[config.mk]
export PLATFORM = sky130hd
export DESIGN_NAME = rr_stream_mux
export DESIGN_NICKNAME = d
export VERILOG_FILES = /design/src/rtl/rv_stream_pkg.sv /design/src/rtl/rr_arbiter.sv /design/src/rtl/rr_stream_mux.sv
export SDC_FILE = /design/constraint.sdc
export NUM_CORES = 1
export LEC_CHECK = 0
export ABC_AREA = 1
export ABC_CLOCK_PERIOD_IN_PS = 1400
export BUFFER_PORTS_ARGS = -buffer_cell sky130_fd_sc_hd__buf_2
export CAP_MARGIN = 20
export CORE_MARGIN = 3
export CORE_UTILIZATION = 38
export CTS_CLUSTER_SIZE = 20
export DETAILED_ROUTE_END_ITERATION = 10
export HOLD_SLACK_MARGIN = 0.15
export PLACE_DENSITY = 0.88
export SLEW_MARGIN = 15
export SYNTH_ARGS = -nofsm -noshare
export SYNTH_HDL_FRONTEND = slang
export SYNTH_SLANG_ARGS = --single-unit
[constraint.sdc]
create_clock -name clk -period 1.4 [get_ports clk]
set_input_delay 0.07 -clock clk [delete_from_list [all_inputs] [get_ports clk]]
set_output_delay 0.07 -clock clk [all_outputs]
set_load 0.005 [all_outputs]
[src/rtl/rv_stream_pkg.sv]
// Shared helpers for the stream interconnect blocks: index widths and the
// round-robin pointer advance.
package rv_stream_pkg;

   function automatic int unsigned clog2(input int unsigned v);
      int unsigned p;
      int unsigned r;
      p = 1;
      r = 0;
      while (p < v) begin
         p = p << 1;
         r = r + 1;
      end
      return r;
   endfunction

   // A single channel still needs a 1-bit index port.
   function automatic int unsigned sel_w(input int unsigned n);
      return (clog2(n) < 1) ? 1 : clog2(n);
   endfunction

   function automatic int unsigned rr_next(input int unsigned idx, input int unsigned n);
      return (idx + 1 >= n) ? 0 : idx + 1;
   endfunction

endpackage

[src/rtl/rr_arbiter.sv]
// Combinational round-robin arbiter: first requester at or after ptr wins,
// found by a lowest-set-bit search over a doubled, ptr-masked request vector.
module rr_arbiter
   import rv_stream_pkg::*;
#(
   parameter  int unsigned N_CH  = 4,
   localparam int unsigned SEL_W = sel_w(N_CH)
) (
   input  logic [N_CH-1:0]  req,
   input  logic [SEL_W-1:0] ptr,
   output logic [N_CH-1:0]  grant,
   output logic [SEL_W-1:0] grant_idx,
   output logic             any_grant
);

   logic [2*N_CH-1:0] req_dbl;
   logic [2*N_CH-1:0] masked;
   int unsigned       pos;
   int unsigned       idx;

   always_comb begin
      req_dbl   = {req, req};
      masked    = '0;
      pos       = 0;
      idx       = 0;
      grant     = '0;
      grant_idx = '0;
      any_grant = 1'b0;
      // Lower copy keeps only bits >= ptr; upper copy supplies the wrap-around.
      for (int unsigned i = 0; i < 2 * N_CH; i++) begin
         masked[i] = req_dbl[i] & (i >= 32'(ptr));
      end
      // Descending scan so the lowest set bit is the last one written.
      for (int unsigned i = 2 * N_CH; i > 0; i--) begin
         if (masked[i-1]) begin
            pos       = i - 1;
            any_grant = 1'b1;
         end
      end
      idx = (pos >= N_CH) ? pos - N_CH : pos;
      if (any_grant) begin
         grant[idx] = 1'b1;
         grant_idx  = SEL_W'(idx);
      end
   end

endmodule

[src/rtl/rr_stream_mux.sv]
// N-channel valid/ready stream mux: round-robin select into a single
// full-throughput output register.
module rr_stream_mux
   import rv_stream_pkg::*;
#(
   parameter  int unsigned WIDTH = 32,
   parameter  int unsigned N_CH  = 4,
   localparam int unsigned SEL_W = sel_w(N_CH)
) (
   input  logic                   clk,
   input  logic                   rst_n,
   input  logic [N_CH*WIDTH-1:0]  in_data,
   input  logic [N_CH-1:0]        in_valid,
   output logic [N_CH-1:0]        in_ready,
   output logic [WIDTH-1:0]       out_data,
   output logic [SEL_W-1:0]       out_ch,
   output logic                   out_valid,
   input  logic                   out_ready
);

   logic             load_en;
   logic [SEL_W-1:0] ptr;
   logic [N_CH-1:0]  grant;
   logic [SEL_W-1:0] grant_idx;
   logic             any_grant;
   logic [WIDTH-1:0] sel_data;

   rr_arbiter #(.N_CH(N_CH)) u_arb (
      .req       (in_valid),
      .ptr       (ptr),
      .grant     (grant),
      .grant_idx (grant_idx),
      .any_grant (any_grant)
   );

   assign load_en = ~out_valid | out_ready;

   always_comb begin
      in_ready = '0;
      if (rst_n && load_en) begin
         in_ready = grant;
      end
   end

   // One-hot AND-OR select; grant is never multi-hot.
   always_comb begin
      sel_data = '0;
      for (int unsigned i = 0; i < N_CH; i++) begin
         sel_data = sel_data | (in_data[i*WIDTH +: WIDTH] & {WIDTH{grant[i]}});
      end
   end

   always_ff @(posedge clk) begin
      if (!rst_n) begin
         out_valid <= 1'b0;
         out_data  <= '0;
         out_ch    <= '0;
         ptr       <= '0;
      end else if (load_en) begin
         if (any_grant) begin
            out_valid <= 1'b1;
            out_data  <= sel_data;
            out_ch    <= grant_idx;
            ptr       <= SEL_W'(rr_next(32'(grant_idx), N_CH));
         end else begin
            out_valid <= 1'b0;
         end
      end
   end

endmodule

=== After elaboration in Yosys (flattened, before gate mapping) ===
Cells that the tools add are included.

* Register bits: 37
* Bits of input ports: 135
* Word-level logic and storage cells: 50

* Add/subtract/negate cells: 2
* Magnitude comparators: 7
* Muxes and demuxes: 22
* Bitwise operators: 12
* Reductions and logical operators: 3

{| class="wikitable"
|+ Operators with widths
! cell !! count
|-
| 32-bit 2-to-1 mux || 7
|-
| 32-bit AND || 4
|-
| 32-bit bitwise OR || 3
|-
| 32-bit by 1-bit >= comparator with 1-bit output, second input constant || 1
|-
| 32-bit by 3-bit >= comparator with 1-bit output, second input constant || 1
|-
| 32-bit by 3-bit less-than comparator with 1-bit output, second input constant || 1
|-
| 32-bit by 3-bit subtractor with 32-bit output, second input constant || 1
|-
| 1-bit 2-to-1 mux || 9
|-
| 4-bit 2-to-1 mux || 2
|-
| 1-bit by 2-bit >= comparator with 1-bit output, first input constant || 2
|-
| 2-bit 2-to-1 mux || 2
|-
| 2-bit by 1-bit adder with 3-bit output, second input constant || 1
|-
| 1-bit AND || 3
|-
| 3-bit >= comparator, second input constant || 1
|-
| 3-bit 2-to-1 mux || 1
|-
| 1-bit demux with 2-bit select || 1
|-
| 2-bit >= comparator, first input constant || 1
|-
| 1-bit logical AND || 2
|-
| 2-bit AND reduction || 1
|-
| 1-bit NOT || 1
|-
| 1-bit bitwise OR || 1
|}

=== Longest topological paths before layout ===
Gate-level depths: netlist of the first run.

* Depth after elaboration: 18
* Gate-level depth with buffers: 12
* Mapped depth without buffers: 11

=== Hierarchy ===
Synthesis of the first run repeated with hierarchy kept, for this count alone.

* Cell total of the unflattened synthesis: 570
* Area total of the unflattened synthesis: 2980.4 µm²

{| class="wikitable"
|+ By module, submodules not included
! module !! instances !! cells each !! area an instance (µm²) !! seq. area each (µm²)
|-
| rr_stream_mux || 1 || 541 || 2831.5 || 740.7
|-
| rr_arbiter || 1 || 29 || 148.9 || 0.0
|}

=== Worst setup path before layout of the first run ===
Ideal clock, no wire load.

* Kind: register -> register
* Start point: reg ptr[1]
* End point: reg out_data[24]
* Library setup time: 117 ps
* Arrival time: 1249 ps
* Setup slack: 33 ps
* Cell stages (with the launch flop): 10
* Buffers on the path: 2
* Period minus slack after synthesis: 1367 ps
* Cell sequence: dfxtp_1 -> nor2_1 -> a21oi_1 -> nand2_2 -> buf_4 -> buf_4 -> nand3_1 -> nand3_1 -> nor2_1 -> nor2_1

* Word-level cells in the longest chain between the ends: 16
* Elaborated cells on any way between the ends: 29
* Classes of those cells: 1 x add/sub; 6 x order compare; 10 x mux; 10 x bitwise; 2 x reduce/logical

{| class="wikitable"
|+ Ends and longest elaborated chain
! element !! line !! text
|-
| start, declared || rr_stream_mux.sv:22 || <nowiki>logic [SEL_W-1:0] ptr;</nowiki>
|-
| start signal, assigned || rr_stream_mux.sv:64 || <nowiki>ptr <= SEL_W'(rr_next(32'(grant_idx), N_CH));</nowiki>
|-
| 2-bit >= comparator || rr_arbiter.sv:31 || <nowiki>masked[i] = req_dbl[i] & (i >= 32'(ptr));</nowiki>
|-
| 1-bit AND || rr_arbiter.sv:31 ||
|-
| 32-bit 2-to-1 mux (3 in a row) || rr_arbiter.sv:35 || <nowiki>if (masked[i-1]) begin</nowiki>
|-
| 32-bit by 3-bit subtractor with 32-bit output or 32-bit by 3-bit >= comparator with 1-bit output (tied branches) || rr_arbiter.sv:40 || <nowiki>idx = (pos >= N_CH) ? pos - N_CH : pos;</nowiki>
|-
| 32-bit 2-to-1 mux || rr_arbiter.sv:40 ||
|-
| 32-bit by 1-bit >= comparator with 1-bit output (implied by the code) or 32-bit by 3-bit less-than comparator with 1-bit output (tied branches) || rr_arbiter.sv:42 || <nowiki>grant[idx] = 1'b1;</nowiki>
|-
| 1-bit logical AND (implied by the code) || rr_arbiter.sv:42 ||
|-
| 1-bit 2-to-1 mux (implied by the code) || rr_arbiter.sv:42 ||
|-
| 1-bit demux with 2-bit select || - ||
|-
| 4-bit 2-to-1 mux || rr_arbiter.sv:41 || <nowiki>if (any_grant) begin</nowiki>
|-
| 32-bit AND || rr_stream_mux.sv:49 || <nowiki>sel_data = sel_data | (in_data[i*WIDTH +: WIDTH] & {WIDTH{grant[i]}});</nowiki>
|-
| 32-bit bitwise OR (3 in a row) || rr_stream_mux.sv:49 ||
|-
| end signal, assigned || rr_stream_mux.sv:62 || <nowiki>out_data <= sel_data;</nowiki>
|-
| end, declared || rr_stream_mux.sv:15 || <nowiki>output logic [WIDTH-1:0] out_data,</nowiki>
|}

Several ways; a longest one is shown, not always the timed one.
A chain may end at the register's enable or synchronous reset.

=== Final worst setup path of the first run ===
* Start point: reg ptr[1]
* End point: reg out_data[8]

The elaborated chain is that of the path after synthesis.

==> results of run 1 <==
[cells in the mapped netlist]
cell type | instances | area share [%]
a21oi_1 | 2 | 0.40
a21oi_2 | 1 | 0.35
buf_2 | 9 | 1.8
buf_4 | 10 | 3.0
buf_6 | 1 | 0.45
clkbuf_1 | 12 | 1.8
dfxtp_1 | 37 | 30
inv_1 | 14 | 2.1
inv_2 | 2 | 0.30
nand2_1 | 92 | 14
nand2_2 | 2 | 0.50
nand3_1 | 79 | 16
nand3_2 | 1 | 0.40
nand4_1 | 28 | 7.1
nor2_1 | 78 | 12
nor2_2 | 1 | 0.25
nor2_4 | 1 | 0.45
o21ai_0 | 30 | 6.1
o21ai_1 | 9 | 1.8
o21ai_2 | 1 | 0.35
or2_2 | 5 | 1.3
[layout make-up]
cell class	count	share of cell area (%)
timing repair buffer	284	42.6
sequential	37	15.5
clock buffer	7	1.99
multi-input combinational	330	36.5
antenna	2	0.104
inverter	16	1.30
clock inverter	1	0.104
tap	75	1.94
[registers in the layout, summed over array words and instances, names as in the netlist]
name,flops
out_valid,1
out_ch,2
ptr,2
out_data,32
[power by group through the flow]
stage	registers, W	logic [W]	clock network [W]
floorplan	0.00130	0.000829	0
global placement	0.00128	0.00140	0
detailed placement	0.00128	0.00143	0
CTS	0.00127	0.00176	0.000845
global route	0.00129	0.00222	0.000899
finish	0.00128	0.00208	0.000848
[how the worst max path moves through the flow]
stage           start           end  slack (ns)
2_1_floorplan  ptr[1]  out_data[24]        0.03
4_1_cts        ptr[1]   out_data[8]       -0.18
3_5_place_dp   ptr[1]  out_data[19]       -0.12
3_3_place_gp   ptr[1]  out_data[23]       -0.03
6_report       ptr[1]   out_data[8]       -0.30
5_1_grt        ptr[0]   in_ready[1]       -0.35
[metrics by stage]
stage          area [sq um]  hold slack, ns  instances  setup TNS, ns  setup slack (ns)
2_1_floorplan          2480           0.212        415              0            0.0335
5_1_grt                4830           0.173        750         -10.44            -0.353
6_report               4830           0.154        752          -8.66            -0.296
4_1_cts                4550           0.150        748          -5.86            -0.180
3_3_place_gp           3490           0.367        655         -0.135           -0.0285
3_5_place_dp           3490           0.378        655          -2.86            -0.123
[kinds of logic (layout without fill, tap and decap cells)]
family | Yosys count | in the layout | share of synthesized area (%)
AO/OA/AOI/OAI | 43 | 43 | 8.98
other | 0 | 2 | 0
flip-flops | 37 | 37 | 29.9
buffers and inverters | 48 | 308 | 9.54
AND/OR/NAND/NOR | 287 | 287 | 51.6
[per-layer routing]
layer / track usage [%] / part of all wire [%] / vias to the layer above
met5: 0 / 0 / -
met4: 22.4 / 8.0 / 0
met3: 8.37 / 11 / 124
met2: 55.3 / 48 / 405
met1: 33.4 / 33 / 1866
li1: - / - / 1899
[critical path, cell delays in order, from the launching register on]
cell     delay (ns)
dfxtp_4        0.38
nor2_4         0.18
inv_2          0.10
nand2_4        0.09
nand2_4        0.08
buf_6          0.13
nor2_4         0.12
buf_12         0.15
buf_8          0.12
nand2_2        0.04
nand2_1        0.05
nor2_1         0.04
nor2_1         0.12
[repair_timing]
item                                   4_1_cts  5_1_grt
gates resized for setup                     38       62
setup endpoints to repair                   38       38
hold buffers                                73        0
pin swaps                                   19       28
cloned                                       2        1
endpoints found under the hold margin       34        0
buffers inserted                            10        2
==> metrics.md, run 1 <==
| Metric | Value |
|---|---|
| Area growth, synth to finish | 94.8% |
| Layout Skew | 0.0118 ns |
| Drt total wl | 13.7 mm |
| Startpoint class of the critical path | flip-flop |
| DRC Markers | 0 |
| Slew Limit Headroom | 72.7% |
| Die width | 86.8 microns |
| Vias per cell | 5.71 |
| Total of max-cap violations | 0 |
| DPL Wire Length | 7.11 mm |
| Clock tree buffer depth | 2 |
| Number of global-route vias before repair | 4157 |
| Filler Cells Inserted | 412 |
| Tcrit/Tclk final | 121% |
| Drt initial violations | 287 |
| Slew @ Worst Pin | 0.409 ns |
| First-pass iteration count of the detailed router | 5 |
| Core Box Area | 6130 sq um |
| Finished Core Util | 78.8% |
| FF+latch count, synth | 37 |
| Achievable frequency | 589 MHz |
| Endpoints failing setup | 38 |
| RSZ-0062 raised after global routing | true |
| Overflow after GRT | 0 |
| Syn Inst Count | 415 |
| Synth warn | 0 |
| Clk pwr share | 20.2% |
| Clock-pin slew on the worst setup and hold paths | 0.08 ns |
| R2r startpoint | ptr[1] |
| Critical Setup Path Class | flip-flop to flip-flop |
| Area of the multi-input gates | 1760 sq um |
| Hold Path Class | input pin to flip-flop |
| Worst Path Required | 1.61 ns |
| Die Ht | 86.8 microns |
| # rows | 28 |
| Most common cell after layout, fill and taps aside | buf_2 |
| CTS tree | yes |
| Sw Pwr | 0.00158 W |
| Final WS setup | -0.296 ns |
| Post-synthesis sequential area ratio | 29.9% |
| Routed vias | 4294 |
| Leakage | 2.56 nW |
| Netlist cell types | 21 |
| Initial antenna violation count | 0 |
| Crit path DAT | 1.90 ns |
| Logic gate share of total power | 49.4% |
| Drt wl/cell | 18.2 microns |
| Syn nets | 550 |
| NumNets Final | 809 |
| CP Capture Type | flip-flop |
| Worst Hold Depth | 5 |
| Final hold vios | 0 |
| Flop-to-flop setup slack | -0.30 ns |
| Initial Utilization | 40.4% |
| Worst-Skew Late Latency | 0.29 ns |
| I/O Pins | 174 |
| Internal | 0.00263 W |
| Largest net degree at the start of global routing | 37 |
| R2R depth | 12 |
| CTS buffer count | 5 |
| Total track usage | 32.0% |
| Antenna viol nets, final | 0 |
| H-tree level count | 2 |
| Placer Congestion | 0.861 |
| Final Slew Violations | 0 |
| Tot Pwr | 0.00420 W |
| Most used cells in the layout excluding fill and tap cells | buf_2, dlygate4sd3_1, nand2_1 |
| Power per cell area | 870 nW/um^2 |
| Peak supply drop | 532 uV |
| Area of the die | 7530 sq um |
| Mapped Area | 2480 sq um |
| Storage cell area | 748 sq um |
| Reg-to-Reg End | out_data[8] |
| Clock sink total | 37 |
| Share of cells above drive strength 1 | 41.6% |
| Root Driver | clkbuf_8 |
| Crit path max fanout | 5 |
| First-pass GRT wire length | 19.1 mm |
| Sequential share of power | 30.5% |
| Violated checks | negative setup slack |
| Final Critical Period | 1.70 ns |
| Hold path start | in_data[93] |
| # port buffers | 173 |
| Outcome | complete, but fails checks |
| WHS Endpoint | out_data[29] |
| Switch share | 37.5% |
| Avg Inst Size Synth | 5.98 sq um |
(Power assumes the default switching activity.)
==> run 2: changes to the inputs <==
--- a/config.mk
+++ b/config.mk
@@ -6,15 +6,16 @@
 export NUM_CORES = 1
 export LEC_CHECK = 0
 export ABC_AREA = 1
-export ABC_CLOCK_PERIOD_IN_PS = 1400
+export ABC_CLOCK_PERIOD_IN_PS = 1900
 export BUFFER_PORTS_ARGS = -buffer_cell sky130_fd_sc_hd__buf_2
 export CAP_MARGIN = 20
 export CORE_MARGIN = 3
-export CORE_UTILIZATION = 38
+export CORE_UTILIZATION = 42
+export CTS_CLUSTER_DIAMETER = 50
 export CTS_CLUSTER_SIZE = 20
 export DETAILED_ROUTE_END_ITERATION = 10
 export HOLD_SLACK_MARGIN = 0.15
-export PLACE_DENSITY = 0.88
+export PLACE_DENSITY = 0.92
 export SLEW_MARGIN = 15
 export SYNTH_ARGS = -nofsm -noshare
 export SYNTH_HDL_FRONTEND = slang
==> constraint.sdc (replaced) <==
create_clock -name clk -period 1.9 [get_ports clk]
set_input_delay 0.095 -clock clk [delete_from_list [all_inputs] [get_ports clk]]
set_output_delay 0.095 -clock clk [all_outputs]
set_load 0.01 [all_outputs]
==> run 2 against run 1 <==
The flow now finishes without violations; critical endpoint is now in_ready[0]; sequential share of layout area increased by 3.5 points; combinational power decreased by 43%; critical path type is now flip-flop to primary output; sequential cell count unchanged; cell area decreased by 19%; register-to-register slack improved by 0.55 ns; largest power group unchanged; setup slack improved by 0.43 ns; cell count decreased by 8.4%.
==> metrics.md, run 2 (synthesized netlist as in run 1, its figures left out) <==
| Metric | Value |
|---|---|
| Outcome | finished, final reports clean |
| Startpoint class of the critical path | flip-flop |
| Peak supply drop | 366 uV |
| Worst Hold Depth | 5 |
| Achievable frequency | 566 MHz |
| Area growth, synth to finish | 57.4% |
| Clock sink total | 37 |
| Critical Setup Path Class | flip-flop to primary output |
| CTS tree | yes |
| Hold Path Class | input pin to flip-flop |
| First-pass iteration count of the detailed router | 4 |
| Most common cell after layout, fill and taps aside | buf_2 |
| Largest net degree at the start of global routing | 35 |
| Endpoints failing setup | 0 |
| Tcrit/Tclk final | 93.0% |
| Crit path max fanout | 34 |
| Slew @ Worst Pin | 0.378 ns |
| Flop-to-flop setup slack | 0.25 ns |
| Root Driver | clkbuf_8 |
| Antenna viol nets, final | 0 |
| Hold path start | in_data[122] |
| # port buffers | 173 |
| Critical Path Start | ptr[1] |
| Layout Skew | 0.00673 ns |
| CP Capture Point | in_ready[0] |
| Die width | 82.8 microns |
| RSZ-0062 raised after global routing | false |
| Area of the die | 6860 sq um |
| Drt initial violations | 243 |
| Placer Congestion | 0.938 |
| Diodes inserted | 0 |
| Total of max-cap violations | 0 |
| R2r startpoint | ptr[1] |
| Number of global-route vias before repair | 3664 |
| # rows | 27 |
| Total track usage | 28.8% |
| Power per cell area | 676 nW/um^2 |
| Final Critical Period | 1.77 ns |
| Leakage | 2.12 nW |
| DPL Wire Length | 7.09 mm |
| Routed vias | 3704 |
| Drt wl/cell | 15.0 microns |
| H-tree level count | 2 |
| DRC Markers | 0 |
| Worst Path Required | 1.80 ns |
| CTS buffer count | 5 |
| Final Slew Violations | 0 |
| Number of flip-flops in the largest register | 32 |
| Slew Limit Headroom | 74.8% |
| R2R depth | 11 |
| Filler Cells Inserted | 488 |
| Drt total wl | 10.3 mm |
| Most used cells in the layout excluding fill and tap cells | buf_2, nand2_1, nand3_1 |
| Placed instance area | 3390 sq um |
| Crit path DAT | 1.67 ns |
| CP Capture Type | primary output |
| Largest registers | out_data: 32 flops, out_ch: 2 flops, ptr: 2 flops |
| Share of cells above drive strength 1 | 34.0% |
| First-pass GRT wire length | 16.5 mm |
| Core Box Area | 5610 sq um |
| Initial Utilization | 44.2% |
| NumNets Final | 751 |
| Final hold vios | 0 |
| Most flops, register | out_data |
| Clock-pin slew on the worst setup and hold paths | 0.07 ns |
| Clock tree buffer depth | 2 |
| Initial antenna violation count | 0 |
| Setup_tns | 0 ns |
| Final instance area | 3900 sq um |
| Vias per cell | 5.38 |
| I/O Pins | 174 |
| Overflow after GRT | 0 |
| Die Ht | 82.8 microns |
| Worst-Skew Late Latency | 0.27 ns |
| Reg-to-Reg End | out_data[14] |
## run 2: per-stage QoR
stage               hold WS, ns  util [%]  setup WS (ns)  instances  power, W
global placement          0.393      60.5          0.319        644   0.00197
floorplan                 0.237         -          0.533        415   0.00161
detailed placement        0.410      60.5          0.232        644   0.00200
finish                    0.152      69.6          0.134        689   0.00264
CTS                       0.151      68.5        0.00647        688   0.00258
global route              0.159      69.6        0.00873        689   0.00284
## run 2: worst min path at each step
stage / endpoint / slack (ns)
floorplan: out_data[21] / 0.24
global placement: out_data[10] / 0.39
finish: out_data[26] / 0.15
global route: out_data[26] / 0.16
detailed placement: out_data[6] / 0.41
CTS: out_data[26] / 0.15
## run 2: routing by layer
| metal | up-vias | GRT usage, % | routed length [microns] |
|---|---|---|---|
| met5 | - | 0 | 0 |
| met2 | 242 | 52.4 | 5060 |
| met4 | 0 | 14.6 | 405 |
| li1 | 1786 | - | - |
| met1 | 1633 | 31.2 | 3840 |
| met3 | 43 | 5.95 | 1020 |
## run 2: cell type report
type	instances	area, sq um	area share [%]
sequential	37	741	19.0
inverter	16	63.8	1.63
timing repair buffer	226	1410	36.1
tap	72	90.1	2.31
multi-input combinational	330	1520	38.9
clock buffer	8	80.1	2.05
## run 2: what timing repair did
item / in CTS / in global routing
setup buffers: 0 / 0
hold endpoints to repair: 28 / 0
hold buffers: 36 / 0
cloned: 0 / 1
setup endpoints to repair: 1 / 2
resized for setup: 2 / 8
## run 2: worst max-delay path, stage by stage (launching register included)
cell	delay (ns)
dfxtp_1	0.37
nand2_1	0.07
nand2_1	0.08
nand3_1	0.13
nand2_4	0.15
buf_12	0.20
nand3_4	0.12
nor2_1	0.12
buf_2	0.14
## run 2: power breakdown
part           internal [W]  switching, W  leakage, nW
registers          0.000881     0.0000552        0.308
clock network      0.000261      0.000253       0.0395
logic              0.000507      0.000680         1.77
total               0.00165      0.000989         2.12
